$ cat src/rtl/alu_issue_ctrl.sv
// alu_issue_ctrl: multicycle issue/control FSM sitting upstream of the 32-bit ALU.
// Accepts one MIPS ALU-class instruction per handshake, drives ALUC and operand
// selects during EXEC, then turns the sampled ALU flags into a register-file
// write, an overflow trap, a branch decision or an illegal-encoding pulse.
module alu_issue_ctrl #(
    parameter logic [3:0] RESET_ALUC = 4'b0000
) (
    input  logic        clk,
    input  logic        rst,
    input  logic        instr_valid,
    input  logic [31:0] instr,
    output logic        instr_ready,
    output logic [3:0]  ALUC,
    output logic        a_sel,
    output logic [1:0]  b_sel,
    input  logic        ZERO,
    input  logic        CARRY,
    input  logic        NEGATIVE,
    input  logic        OVERFLOW,
    output logic        rf_we,
    output logic [4:0]  rf_waddr,
    output logic        res_sel,
    output logic        flag_bit,
    output logic        branch_taken,
    output logic        ovf_trap,
    output logic        illegal
);

    typedef enum logic [2:0] {
        S_IDLE,
        S_EXEC,
        S_WB,
        S_TRAP,
        S_PULSE
    } state_t;

    // How the result of an instruction is retired once the flags are known.
    typedef enum logic [2:0] {
        OP_ILLEGAL,
        OP_PLAIN,
        OP_OVF,
        OP_SLT,
        OP_SLTU,
        OP_BEQ,
        OP_BNE
    } op_class_t;

    state_t      state_q, state_d;
    logic [5:0]  opcode_q, opcode_d;
    logic [5:0]  funct_q, funct_d;
    logic [4:0]  rt_q, rt_d;
    logic [4:0]  rd_q, rd_d;
    logic        flag_q, flag_d;
    logic        taken_q, taken_d;

    logic [3:0]  dec_aluc;
    logic        dec_a_sel;
    logic [1:0]  dec_b_sel;
    op_class_t   dec_class;
    logic [4:0]  dec_waddr;

    logic        accept;

    // rs, shamt and the immediate feed the ALU operand path directly, never this controller.
    logic        unused_instr_bits;
    assign unused_instr_bits = ^{instr[25:21], instr[10:6]};

    assign accept = instr_valid && (state_q == S_IDLE);

    // State and captured-instruction registers; synchronous reset dominates everything.
    always_ff @(posedge clk) begin
        if (rst) begin
            state_q  <= S_IDLE;
            opcode_q <= '0;
            funct_q  <= '0;
            rt_q     <= '0;
            rd_q     <= '0;
            flag_q   <= 1'b0;
            taken_q  <= 1'b0;
        end else begin
            state_q  <= state_d;
            opcode_q <= opcode_d;
            funct_q  <= funct_d;
            rt_q     <= rt_d;
            rd_q     <= rd_d;
            flag_q   <= flag_d;
            taken_q  <= taken_d;
        end
    end

    // Decode of the registered instruction into ALU controls and retire class.
    always_comb begin
        dec_aluc  = RESET_ALUC;
        dec_a_sel = 1'b0;
        dec_b_sel = 2'd0;
        dec_class = OP_ILLEGAL;
        dec_waddr = rt_q;
        if (opcode_q == 6'h00) begin
            dec_waddr = rd_q;
            dec_class = OP_PLAIN;
            case (funct_q)
                6'h00: begin dec_aluc = 4'b1111; dec_a_sel = 1'b1; end  // SLL
                6'h02: begin dec_aluc = 4'b1101; dec_a_sel = 1'b1; end  // SRL
                6'h03: begin dec_aluc = 4'b1100; dec_a_sel = 1'b1; end  // SRA
                6'h04: dec_aluc = 4'b1111;                              // SLLV
                6'h06: dec_aluc = 4'b1101;                              // SRLV
                6'h07: dec_aluc = 4'b1100;                              // SRAV
                6'h20: begin dec_aluc = 4'b0010; dec_class = OP_OVF; end // ADD
                6'h21: dec_aluc = 4'b0000;                              // ADDU
                6'h22: begin dec_aluc = 4'b0011; dec_class = OP_OVF; end // SUB
                6'h23: dec_aluc = 4'b0001;                              // SUBU
                6'h24: dec_aluc = 4'b0100;                              // AND
                6'h25: dec_aluc = 4'b0101;                              // OR
                6'h26: dec_aluc = 4'b0110;                              // XOR
                6'h27: dec_aluc = 4'b0111;                              // NOR
                6'h2A: begin dec_aluc = 4'b1011; dec_class = OP_SLT;  end // SLT
                6'h2B: begin dec_aluc = 4'b1010; dec_class = OP_SLTU; end // SLTU
                default: begin
                    dec_aluc  = RESET_ALUC;
                    dec_class = OP_ILLEGAL;
                end
            endcase
        end else begin
            case (opcode_q)
                6'h04: begin dec_aluc = 4'b0011; dec_class = OP_BEQ; end
                6'h05: begin dec_aluc = 4'b0011; dec_class = OP_BNE; end
                6'h08: begin dec_aluc = 4'b0010; dec_b_sel = 2'd1; dec_class = OP_OVF;   end // ADDI
                6'h09: begin dec_aluc = 4'b0000; dec_b_sel = 2'd1; dec_class = OP_PLAIN; end // ADDIU
                6'h0A: begin dec_aluc = 4'b1011; dec_b_sel = 2'd1; dec_class = OP_SLT;   end // SLTI
                6'h0B: begin dec_aluc = 4'b1010; dec_b_sel = 2'd1; dec_class = OP_SLTU;  end // SLTIU
                6'h0C: begin dec_aluc = 4'b0100; dec_b_sel = 2'd2; dec_class = OP_PLAIN; end // ANDI
                6'h0D: begin dec_aluc = 4'b0101; dec_b_sel = 2'd2; dec_class = OP_PLAIN; end // ORI
                6'h0E: begin dec_aluc = 4'b0110; dec_b_sel = 2'd2; dec_class = OP_PLAIN; end // XORI
                6'h0F: begin dec_aluc = 4'b1000; dec_b_sel = 2'd2; dec_class = OP_PLAIN; end // LUI
                default: dec_class = OP_ILLEGAL;
            endcase
        end
    end

    // Next-state logic: capture on accept, sample only the flags valid for the op in EXEC.
    always_comb begin
        state_d  = state_q;
        opcode_d = opcode_q;
        funct_d  = funct_q;
        rt_d     = rt_q;
        rd_d     = rd_q;
        flag_d   = flag_q;
        taken_d  = taken_q;
        case (state_q)
            S_IDLE: begin
                if (accept) begin
                    opcode_d = instr[31:26];
                    funct_d  = instr[5:0];
                    rt_d     = instr[20:16];
                    rd_d     = instr[15:11];
                    state_d  = S_EXEC;
                end
            end
            S_EXEC: begin
                flag_d  = 1'b0;
                taken_d = 1'b0;
                case (dec_class)
                    OP_SLT:  flag_d  = NEGATIVE;
                    OP_SLTU: flag_d  = CARRY;
                    OP_BEQ:  taken_d = ZERO;
                    OP_BNE:  taken_d = ~ZERO;
                    default: ;
                endcase
                // Branches and illegal encodings still occupy a slot so the cadence stays at 3 cycles.
                case (dec_class)
                    OP_ILLEGAL, OP_BEQ, OP_BNE: state_d = S_PULSE;
                    OP_OVF:  state_d = OVERFLOW ? S_TRAP : S_WB;
                    default: state_d = S_WB;
                endcase
            end
            S_WB:    state_d = S_IDLE;
            S_TRAP:  state_d = S_IDLE;
            S_PULSE: state_d = S_IDLE;
            default: state_d = S_IDLE;
        endcase
    end

    // Moore outputs decoded from the current state and the registered instruction.
    always_comb begin
        instr_ready  = 1'b0;
        ALUC         = RESET_ALUC;
        a_sel        = 1'b0;
        b_sel        = 2'd0;
        rf_we        = 1'b0;
        rf_waddr     = '0;
        res_sel      = 1'b0;
        branch_taken = 1'b0;
        ovf_trap     = 1'b0;
        illegal      = 1'b0;
        flag_bit     = flag_q;
        case (state_q)
            S_IDLE: instr_ready = 1'b1;
            S_EXEC: begin
                ALUC  = dec_aluc;
                a_sel = dec_a_sel;
                b_sel = dec_b_sel;
            end
            S_WB: begin
                rf_we    = 1'b1;
                rf_waddr = dec_waddr;
                res_sel  = (dec_class == OP_SLT) || (dec_class == OP_SLTU);
            end
            S_TRAP: ovf_trap = 1'b1;
            S_PULSE: begin
                branch_taken = taken_q;
                illegal      = (dec_class == OP_ILLEGAL);
            end
            default: ;
        endcase
    end

endmodule

$ cat config.mk
export PLATFORM = sky130hd
export DESIGN_NAME = alu_issue_ctrl
export DESIGN_NICKNAME = d
export VERILOG_FILES = /design/src/rtl/alu_issue_ctrl.sv
export SDC_FILE = /design/constraint.sdc
export NUM_CORES = 1
export LEC_CHECK = 0
export ABC_AREA = 1
export BUFFER_PORTS_ARGS = -buffer_cell sky130_fd_sc_hd__buf_4
export CAP_MARGIN = 20
export CORE_AREA = 5 5 61 63
export CTS_CLUSTER_DIAMETER = 150
export DETAILED_ROUTE_END_ITERATION = 16
export DIE_AREA = 0 0 66 68
export PLACE_DENSITY = 0.82
export RECOVER_POWER = 50
export SKIP_CTS_REPAIR_TIMING = 1
export SLEW_MARGIN = 25
export SYNTH_ARGS = -nofsm -noshare
export SYNTH_HDL_FRONTEND = slang
export SYNTH_SLANG_ARGS = --single-unit
export TNS_END_PERCENT = 100
$ cat constraint.sdc
create_clock -name clk -period 3.75 [get_ports clk]
set_input_delay 0.75 -clock clk [delete_from_list [all_inputs] [get_ports clk]]
set_output_delay 0.75 -clock clk [all_outputs]
set_load 0.02 [all_outputs]
==> tab_implementation.tex, run 1 <==
\begin{tabular}{lr}
\hline
Metric & Value \\
\hline
\multicolumn{2}{l}{\textbf{Timing}} \\
\quad Post-layout minimum cycle time & 3020 ps \\
\quad Pins over their slew limit & 0 \\
\quad Number of endpoints failing setup at the final stage & 0 \\
\quad Relative slew margins & 0.295 \\
\quad Final hold viol count & 0 \\
\quad Post-route worst hold slack & 466 ps \\
\quad Unrepaired setup endpoints after global routing & no \\
\quad Max Clock Skew & 10.8 ps \\
\quad Worst Max-Slew Pin Slew & 1050 ps \\
\quad Setup TNS & 0 ps \\
\quad Highest clock frequency the design can meet & 331 MHz \\
\quad Worst Setup Slack, final & 729 ps \\
\quad Final cycle utilization of the critical path & 0.806 \\
\multicolumn{2}{l}{\textbf{Drt}} \\
\quad Routed vias/inst & 5.24 \\
\quad Count of routing violations after the opening detailed-route iteration & 108 \\
\quad Number of design rule violations left after detail routing & 0 \\
\quad Count of vias placed by the detailed router & 1712 \\
\quad Detail Route Antenna Nets & 0 \\
\quad Post-detailed-route wirelength per cell & 12.0 um \\
\quad Number of iterations in the first detailed-routing pass & 4 \\
\quad Total wire length after detailed routing & 3.92 mm \\
\multicolumn{2}{l}{\textbf{Global routing}} \\
\quad Wire length of the first global-routing pass & 6.51 mm \\
\quad GRT Util Overall & 0.180 \\
\quad Antenna violations before repair & 0 \\
\quad Number of global-route vias before repair & 1561 \\
\quad Maximum number of pins on one net before global-route repair & 39 \\
\quad Grt ovf & 0 \\
\multicolumn{2}{l}{\textbf{Die}} \\
\quad Horizontal die dimension & 66 um \\
\quad Core region area & 3180 um2 \\
\quad DIE AREA & 4490 um2 \\
\quad Initial Util & 0.493 \\
\quad I/O pin cnt & 58 \\
\quad Die height & 68 um \\
\quad Floorplan row count & 21 \\
\multicolumn{2}{l}{\textbf{Layout}} \\
\quad Number of antenna diodes & 0 \\
\quad Most common cell after layout, fill and taps aside & sky130\_fd\_sc\_hd\_\_buf\_4 \\
\quad Top library cells by usage in the layout, fill and taps aside & sky130\_fd\_sc\_hd\_\_buf\_4 (46), sky130\_fd\_sc\_hd\_\_nand2\_1 (35), sky130\_fd\_sc\_hd\_\_a21oi\_1 (32) \\
\quad Final \#Nets & 321 \\
\quad Fraction of final layout cells with drive strength greater than 1 & 0.242 \\
\quad Multi-input gate area in the final layout & 845 um2 \\
\quad Sequential cell area & 541 um2 \\
\quad Final core utilization & 0.612 \\
\quad Count of filler cells inserted in the layout & 319 \\
\quad Final Cell Area & 1950 um2 \\
\quad Synthesis-to-layout area growth & 24.1\% \\
\quad Number of cells in the finished layout apart from fillers & 327 \\
\multicolumn{2}{l}{\textbf{Worst setup path}} \\
\quad Startpoint-to-endpoint class of the critical path & register to primary output \\
\quad Cell with the largest stage delay on the worst path & sky130\_fd\_sc\_hd\_\_nor2\_1 \\
\quad Largest stage delay on the critical path & 580 ps \\
\quad List of cells traversed by the critical path & nor2\_1 -> nand2\_4 -> inv\_1 -> nand2\_1 -> nand2\_2 -> nand3\_1 -> a21oi\_1 -> buf\_4 \\
\quad Crit end category & primary output \\
\quad Data arrival, critical path & 2270 ps \\
\quad Required time of the worst setup path & 3000 ps \\
\quad Maximum net fanout on the critical path & 15 \\
\quad Startpoint kind of the worst setup timing path & register \\
\multicolumn{2}{l}{\textbf{Logic synthesis}} \\
\quad YS warnings & 0 \\
\quad Async set-or-reset flop fraction in the synthesized netlist & 0 \\
\quad Number of flops mapped to enable cells by yosys & 0 \\
\quad Synth Flop Type & sky130\_fd\_sc\_hd\_\_dfxtp\_1 \\
\quad Number of cells produced by synthesis & 238 \\
\quad Synthesis-stage register bit count & 27 \\
\quad Number of nets in the synthesized netlist & 277 \\
\quad Post-synthesis sequential area ratio & 0.345 \\
\quad Number of library cell types mapped by synthesis & 25 \\
\quad Synth Cell Area & 1570 um2 \\
\quad Syn\_area\_per\_cell & 6.59 um2 \\
\multicolumn{2}{l}{\textbf{Pwr}} \\
\quad Maximum resistive drop on vdd & 243 uV \\
\quad PnR Total Power & 825 uW \\
\quad Leakage power & 0.896 nW \\
\quad Switching power of the nets & 341 uW \\
\quad Power per Cell Area & 424 nW/um2 \\
\quad Sequential share of power & 0.427 \\
\quad Switching part of the total power & 0.414 \\
\quad Internal power summed over all cells & 483 uW \\
\quad Clock group share of total power & 0.155 \\
\quad Power share of the combinational group & 0.418 \\
\multicolumn{2}{l}{\textbf{Clocking}} \\
\quad Bufs on Longest Clock Path & 2 \\
\quad H-tree depth & 1 \\
\quad TritonCTS Sinks & 27 \\
\quad Root Driver & sky130\_fd\_sc\_hd\_\_clkbuf\_4 \\
\quad CTS tree & done \\
\quad Clock-pin slew on the worst setup and hold paths & 150 ps \\
\quad Clock latency on the worst-skew pair & 330 ps \\
\quad CTS buffer count & 3 \\
\multicolumn{2}{l}{\textbf{Hold path}} \\
\quad Tightest Hold Check Type & register to register \\
\multicolumn{2}{l}{\textbf{Outcome}} \\
\quad Outcome & completed \\
\multicolumn{2}{l}{\textbf{Place}} \\
\quad HPWL after detailed placement & 3.04 mm \\
\quad Routability-driven placement congestion ratio & 0.926 \\
\quad Post-DP Area & 1930 um2 \\
\quad Placed cell count & 323 \\
\quad Placement Setup Slack & 1520 ps \\
\quad Port Buf Inserts & 47 \\
\multicolumn{2}{l}{\textbf{Job}} \\
\quad Max Cap Viol & 0 \\
\hline
\end{tabular}
## state kept, by name (all words and copies together) (netlist names)
name and flops:
rt_q 5, flag_bit 1, taken_q 1, rd_q 5, funct_q 6, opcode_q 6
state_q 3
## logic make-up (layout without fill, tap and decap cells)
group,count (synthesis),count (layout),synth area share
compound gates,64,64,0.219
buf+inv,41,84,0.112
flops,27,27,0.345
simple gates,106,106,0.325
## metal layers
| layer | GRT usage | wire, um | vias up |
|---|---|---|---|
| met3 | 0.0230 | 204 | 4 |
| met1 | 0.224 | 1680 | 784 |
| met4 | 0.0711 | 40 | 0 |
| met5 | 0 | 0 | - |
| li1 | - | - | 880 |
| met2 | 0.315 | 2000 | 44 |
## critical path, delay by kind of cell (launching register included)
family	cells	cell delay [ps]
and+or+nand+nor	5	1100
buffers and inverters	2	370
DFF	1	340
AOI/OAI and AO/OA	1	150
## power groups by stage
stage | combinational [mW] | sequential, mW | clock (mW)
finish | 0.345 | 0.352 | 0.128
detailed placement | 0.348 | 0.361 | 0
CTS | 0.350 | 0.354 | 0.132
global placement | 0.341 | 0.359 | 0
floorplan | 0.261 | 0.359 | 0
global route | 0.387 | 0.357 | 0.145
## final cells by class
class,instances,area share
inverter,33,0.0637
tap,46,0.0296
clock inverter,1,0.00386
timing repair buffer,47,0.179
clock buffer,3,0.0116
multi-input combinational,170,0.434
sequential,27,0.278
## synthesized netlist by cell type (2+ instances only)
cell type | n | area [um2]
sky130_fd_sc_hd__nand2_2 | 4 | 25.0
sky130_fd_sc_hd__buf_6 | 2 | 22.5
sky130_fd_sc_hd__inv_1 | 26 | 97.6
sky130_fd_sc_hd__o211ai_1 | 3 | 22.5
sky130_fd_sc_hd__nand4_1 | 4 | 25.0
sky130_fd_sc_hd__nor2_4 | 2 | 22.5
sky130_fd_sc_hd__a21oi_1 | 32 | 160
sky130_fd_sc_hd__buf_2 | 2 | 10.0
sky130_fd_sc_hd__dfxtp_1 | 27 | 541
sky130_fd_sc_hd__inv_2 | 7 | 26.3
sky130_fd_sc_hd__clkbuf_1 | 3 | 11.3
sky130_fd_sc_hd__nand3_1 | 26 | 130
sky130_fd_sc_hd__nor2_2 | 6 | 37.5
sky130_fd_sc_hd__o21ai_0 | 25 | 125
sky130_fd_sc_hd__nor2_1 | 21 | 78.8
sky130_fd_sc_hd__nor3_1 | 5 | 25.0
sky130_fd_sc_hd__nand2_1 | 35 | 131
## path summary, 6_finish.rpt
kind / from / endpoint / slack [ps] / cells after the start
worst min-delay path: rt_q[0]$_SDFFE_PP0P_ / rt_q[0]$_SDFFE_PP0P_ / 470 / 2
worst min register to register: rt_q[0]$_SDFFE_PP0P_ / rt_q[0]$_SDFFE_PP0P_ / 470 / 2
worst max register to register: state_q[2]$_SDFFE_PP0P_ / opcode_q[1]$_SDFFE_PP0P_ / 1600 / 6
worst max-delay path: opcode_q[5]$_SDFFE_PP0P_ / res_sel / 730 / 8
Power figures use the tool's default switching activity.
==> run 2, diff against run 1 <==
--- a/config.mk
+++ b/config.mk
@@ -8,11 +8,11 @@
 export ABC_AREA = 1
 export BUFFER_PORTS_ARGS = -buffer_cell sky130_fd_sc_hd__buf_4
 export CAP_MARGIN = 20
-export CORE_AREA = 5 5 61 63
+export CORE_AREA = 5 5 63 65
 export CTS_CLUSTER_DIAMETER = 150
 export DETAILED_ROUTE_END_ITERATION = 16
-export DIE_AREA = 0 0 66 68
-export PLACE_DENSITY = 0.82
+export DIE_AREA = 0 0 68 70
+export PLACE_DENSITY = 0.77
 export RECOVER_POWER = 50
 export SKIP_CTS_REPAIR_TIMING = 1
 export SLEW_MARGIN = 25
==> constraint.sdc (replaced) <==
create_clock -name clk -period 2.82 [get_ports clk]
set_input_delay 0.564 -clock clk [delete_from_list [all_inputs] [get_ports clk]]
set_output_delay 0.564 -clock clk [all_outputs]
set_load 0.02 [all_outputs]
==> run 2 against run 1 <==
Sequential cell count did not move. Combinational power rose by 35%. Total power rose by 35%. Die area rose by 6.1%. First-iteration DRC count grew 30%. Largest cell class unchanged.
==> tab_implementation.tex, run 2 (synthesis gave the netlist of run 1 again) <==
\begin{tabular}{lr}
\hline
Metric & Value \\
\hline
\multicolumn{2}{l}{\textbf{Worst setup path}} \\
\quad Startpoint kind of the worst setup timing path & register \\
\quad Crit end category & primary output \\
\quad Cell with the largest stage delay on the worst path & sky130\_fd\_sc\_hd\_\_dfxtp\_1 \\
\quad Maximum net fanout on the critical path & 15 (unchanged) \\
\quad Top Family by Delay on Critical Path & simple AND/OR/NAND/NOR gates \\
\quad Largest stage delay on the critical path & 370 ps (-210 ps) \\
\quad Required time of the worst setup path & 2260 ps (-740 ps) \\
\quad Timing startpoint of the critical path & opcode\_q[1]\$\_SDFFE\_PP0P\_ \\
\quad List of cells traversed by the critical path & inv\_2 -> nand2\_1 -> nor2\_2 -> nand2\_4 -> nor2\_2 -> nand2\_2 -> nand2\_2 -> nand2\_1 -> a21oi\_1 -> buf\_4 \\
\quad Startpoint-to-endpoint class of the critical path & register to primary output \\
\quad Bufs and invs on worst path & 2 (unchanged) \\
\quad Data arrival, critical path & 1900 ps (-370 ps) \\
\quad Startpoint of the lowest-slack register-to-register path & state\_q[1]\$\_SDFFE\_PP0P\_ \\
\multicolumn{2}{l}{\textbf{Timing}} \\
\quad Highest clock frequency the design can meet & 405 MHz \\
\quad Number of endpoints failing setup at the final stage & 0 (unchanged) \\
\quad Final cycle utilization of the critical path & 0.875 \\
\quad Setup TNS & 0 ps (unchanged) \\
\quad Post-layout minimum cycle time & 2470 ps \\
\quad Max Clock Skew & 8.10 ps (-2.70 ps) \\
\quad Relative slew margins & 0.441 (+0.145) \\
\quad Worst Max-Slew Pin Slew & 839 ps (-215 ps) \\
\quad Worst Setup Slack, final & 351 ps (-378 ps) \\
\quad Final hold viol count & 0 (unchanged) \\
\quad Post-route worst hold slack & 438 ps (-27.6 ps) \\
\quad Pins over their slew limit & 0 (unchanged) \\
\quad Unrepaired setup endpoints after global routing & no \\
\multicolumn{2}{l}{\textbf{Drt}} \\
\quad Count of vias placed by the detailed router & 1693 (-1.1\%) \\
\quad Count of routing violations after the opening detailed-route iteration & 140 (+30\%) \\
\quad Routed vias/inst & 5.15 (-1.7\%) \\
\quad Number of design rule violations left after detail routing & 0 (unchanged) \\
\quad Post-detailed-route wirelength per cell & 12.3 um (+2.4\%) \\
\quad Total wire length after detailed routing & 4.04 mm (+3.1\%) \\
\quad Detail Route Antenna Nets & 0 (unchanged) \\
\quad Number of iterations in the first detailed-routing pass & 4 (unchanged) \\
\multicolumn{2}{l}{\textbf{Layout}} \\
\quad Top library cells by usage in the layout, fill and taps aside & sky130\_fd\_sc\_hd\_\_buf\_4 (46), sky130\_fd\_sc\_hd\_\_nand2\_1 (35), sky130\_fd\_sc\_hd\_\_a21oi\_1 (32) \\
\quad Fraction of final layout cells with drive strength greater than 1 & 0.247 (+0.00536) \\
\quad Leading registers by flop count & funct\_q (6), opcode\_q (6) \\
\quad Multi-input gate area in the final layout & 852 um2 (+0.89\%) \\
\quad Synthesis-to-layout area growth & 25.1\% \\
\quad Count of filler cells inserted in the layout & 342 (+7.2\%) \\
\quad Most common cell after layout, fill and taps aside & sky130\_fd\_sc\_hd\_\_buf\_4 \\
\quad Final \#Nets & 323 (+0.62\%) \\
\quad Sequential cell area & 541 um2 (unchanged) \\
\quad Number of antenna diodes & 0 (unchanged) \\
\multicolumn{2}{l}{\textbf{Outcome}} \\
\quad Outcome & completed \\
\multicolumn{2}{l}{\textbf{Die}} \\
\quad DIE AREA & 4760 um2 (+6.1\%) \\
\quad Core region area & 3280 um2 (+3.3\%) \\
\quad Initial Util & 0.477 (-0.0158) \\
\quad Floorplan row count & 21 (unchanged) \\
\quad I/O pin cnt & 58 (unchanged) \\
\quad Horizontal die dimension & 68 um (+3.0\%) \\
\quad Die height & 70 um (+2.9\%) \\
\multicolumn{2}{l}{\textbf{Place}} \\
\quad HPWL after detailed placement & 3.14 mm (+3.1\%) \\
\quad Port Buf Inserts & 47 (unchanged) \\
\quad Placement Setup Slack & 742 ps (-783 ps) \\
\quad Routability-driven placement congestion ratio & 0.907 (-2.1\%) \\
\multicolumn{2}{l}{\textbf{Job}} \\
\quad Max Cap Viol & 0 (unchanged) \\
\multicolumn{2}{l}{\textbf{Global routing}} \\
\quad Wire length of the first global-routing pass & 6.78 mm (+4.2\%) \\
\quad Maximum number of pins on one net before global-route repair & 25 (-36\%) \\
\quad Number of global-route vias before repair & 1573 (+0.77\%) \\
\quad Antenna violations before repair & 0 (unchanged) \\
\quad Grt ovf & 0 (unchanged) \\
\quad GRT Util Overall & 0.174 (-0.00564) \\
\multicolumn{2}{l}{\textbf{Clocking}} \\
\quad Bufs on Longest Clock Path & 2 (unchanged) \\
\quad TritonCTS Sinks & 27 (unchanged) \\
\quad Clock latency on the worst-skew pair & 330 ps (about the same) \\
\quad H-tree depth & 1 (unchanged) \\
\quad CTS buffer count & 3 (unchanged) \\
\quad CTS tree & done \\
\quad Clock-pin slew on the worst setup and hold paths & 160 ps (about the same) \\
\quad Root Driver & sky130\_fd\_sc\_hd\_\_clkbuf\_4 \\
\multicolumn{2}{l}{\textbf{Hold path}} \\
\quad Tightest Hold Check Type & input pin to register \\
\quad Hold wc startpoint & rst \\
\multicolumn{2}{l}{\textbf{Pwr}} \\
\quad Maximum resistive drop on vdd & 303 uV (+25\%) \\
\quad Power per Cell Area & 568 nW/um2 (+34\%) \\
\quad Leakage power & 0.898 nW (+0.29\%) \\
\hline
\end{tabular}
[run 2: path summary, 6_finish.rpt]
path / end / slack (ps) / depth (start not counted)
worst max-delay path: res_sel / 350 / 10
worst min-delay path: funct_q[4]$_SDFFE_PP0P_ / 440 / 2
worst max register to register: funct_q[2]$_SDFFE_PP0P_ / 900 / 7
worst min register to register: rt_q[4]$_SDFFE_PP0P_ / 470 / 2
[run 2: where the power goes]
| part | switching [mW] | internal [mW] | total (mW) |
|---|---|---|---|
| Clock | 0.124 | 0.0543 | 0.178 |
| Combinational | 0.308 | 0.158 | 0.465 |
| Sequential | 0.0359 | 0.435 | 0.471 |
[run 2: per-stage QoR]
stage	std cells	total power, mW	cell area (um2)	util
2_1_floorplan	238	0.824	1570	-
3_3_place_gp	325	0.941	1940	0.591
3_5_place_dp	325	0.950	1940	0.591
4_1_cts	329	1.13	1970	0.600
5_1_grt	329	1.19	1960	0.597
6_report	329	1.11	1960	0.597
[run 2: layout make-up]
class	count	share of cell area
Clock buffer	3	0.0115
Clock inverter	1	0.00383
Inverter	33	0.0632
Multi-Input combinational cell	170	0.435
Sequential cell	27	0.276
Tap cell	46	0.0294
Timing Repair Buffer	49	0.182
[run 2: layer usage]
layer	wire (um)	track usage	up-vias	share of wire
met3	179	0.0176	4	0.044
met4	39	0.0530	0	0.0097
met2	2000	0.291	42	0.49
met5	0	0	-	0
li1	-	-	881	-
met1	1820	0.230	766	0.45
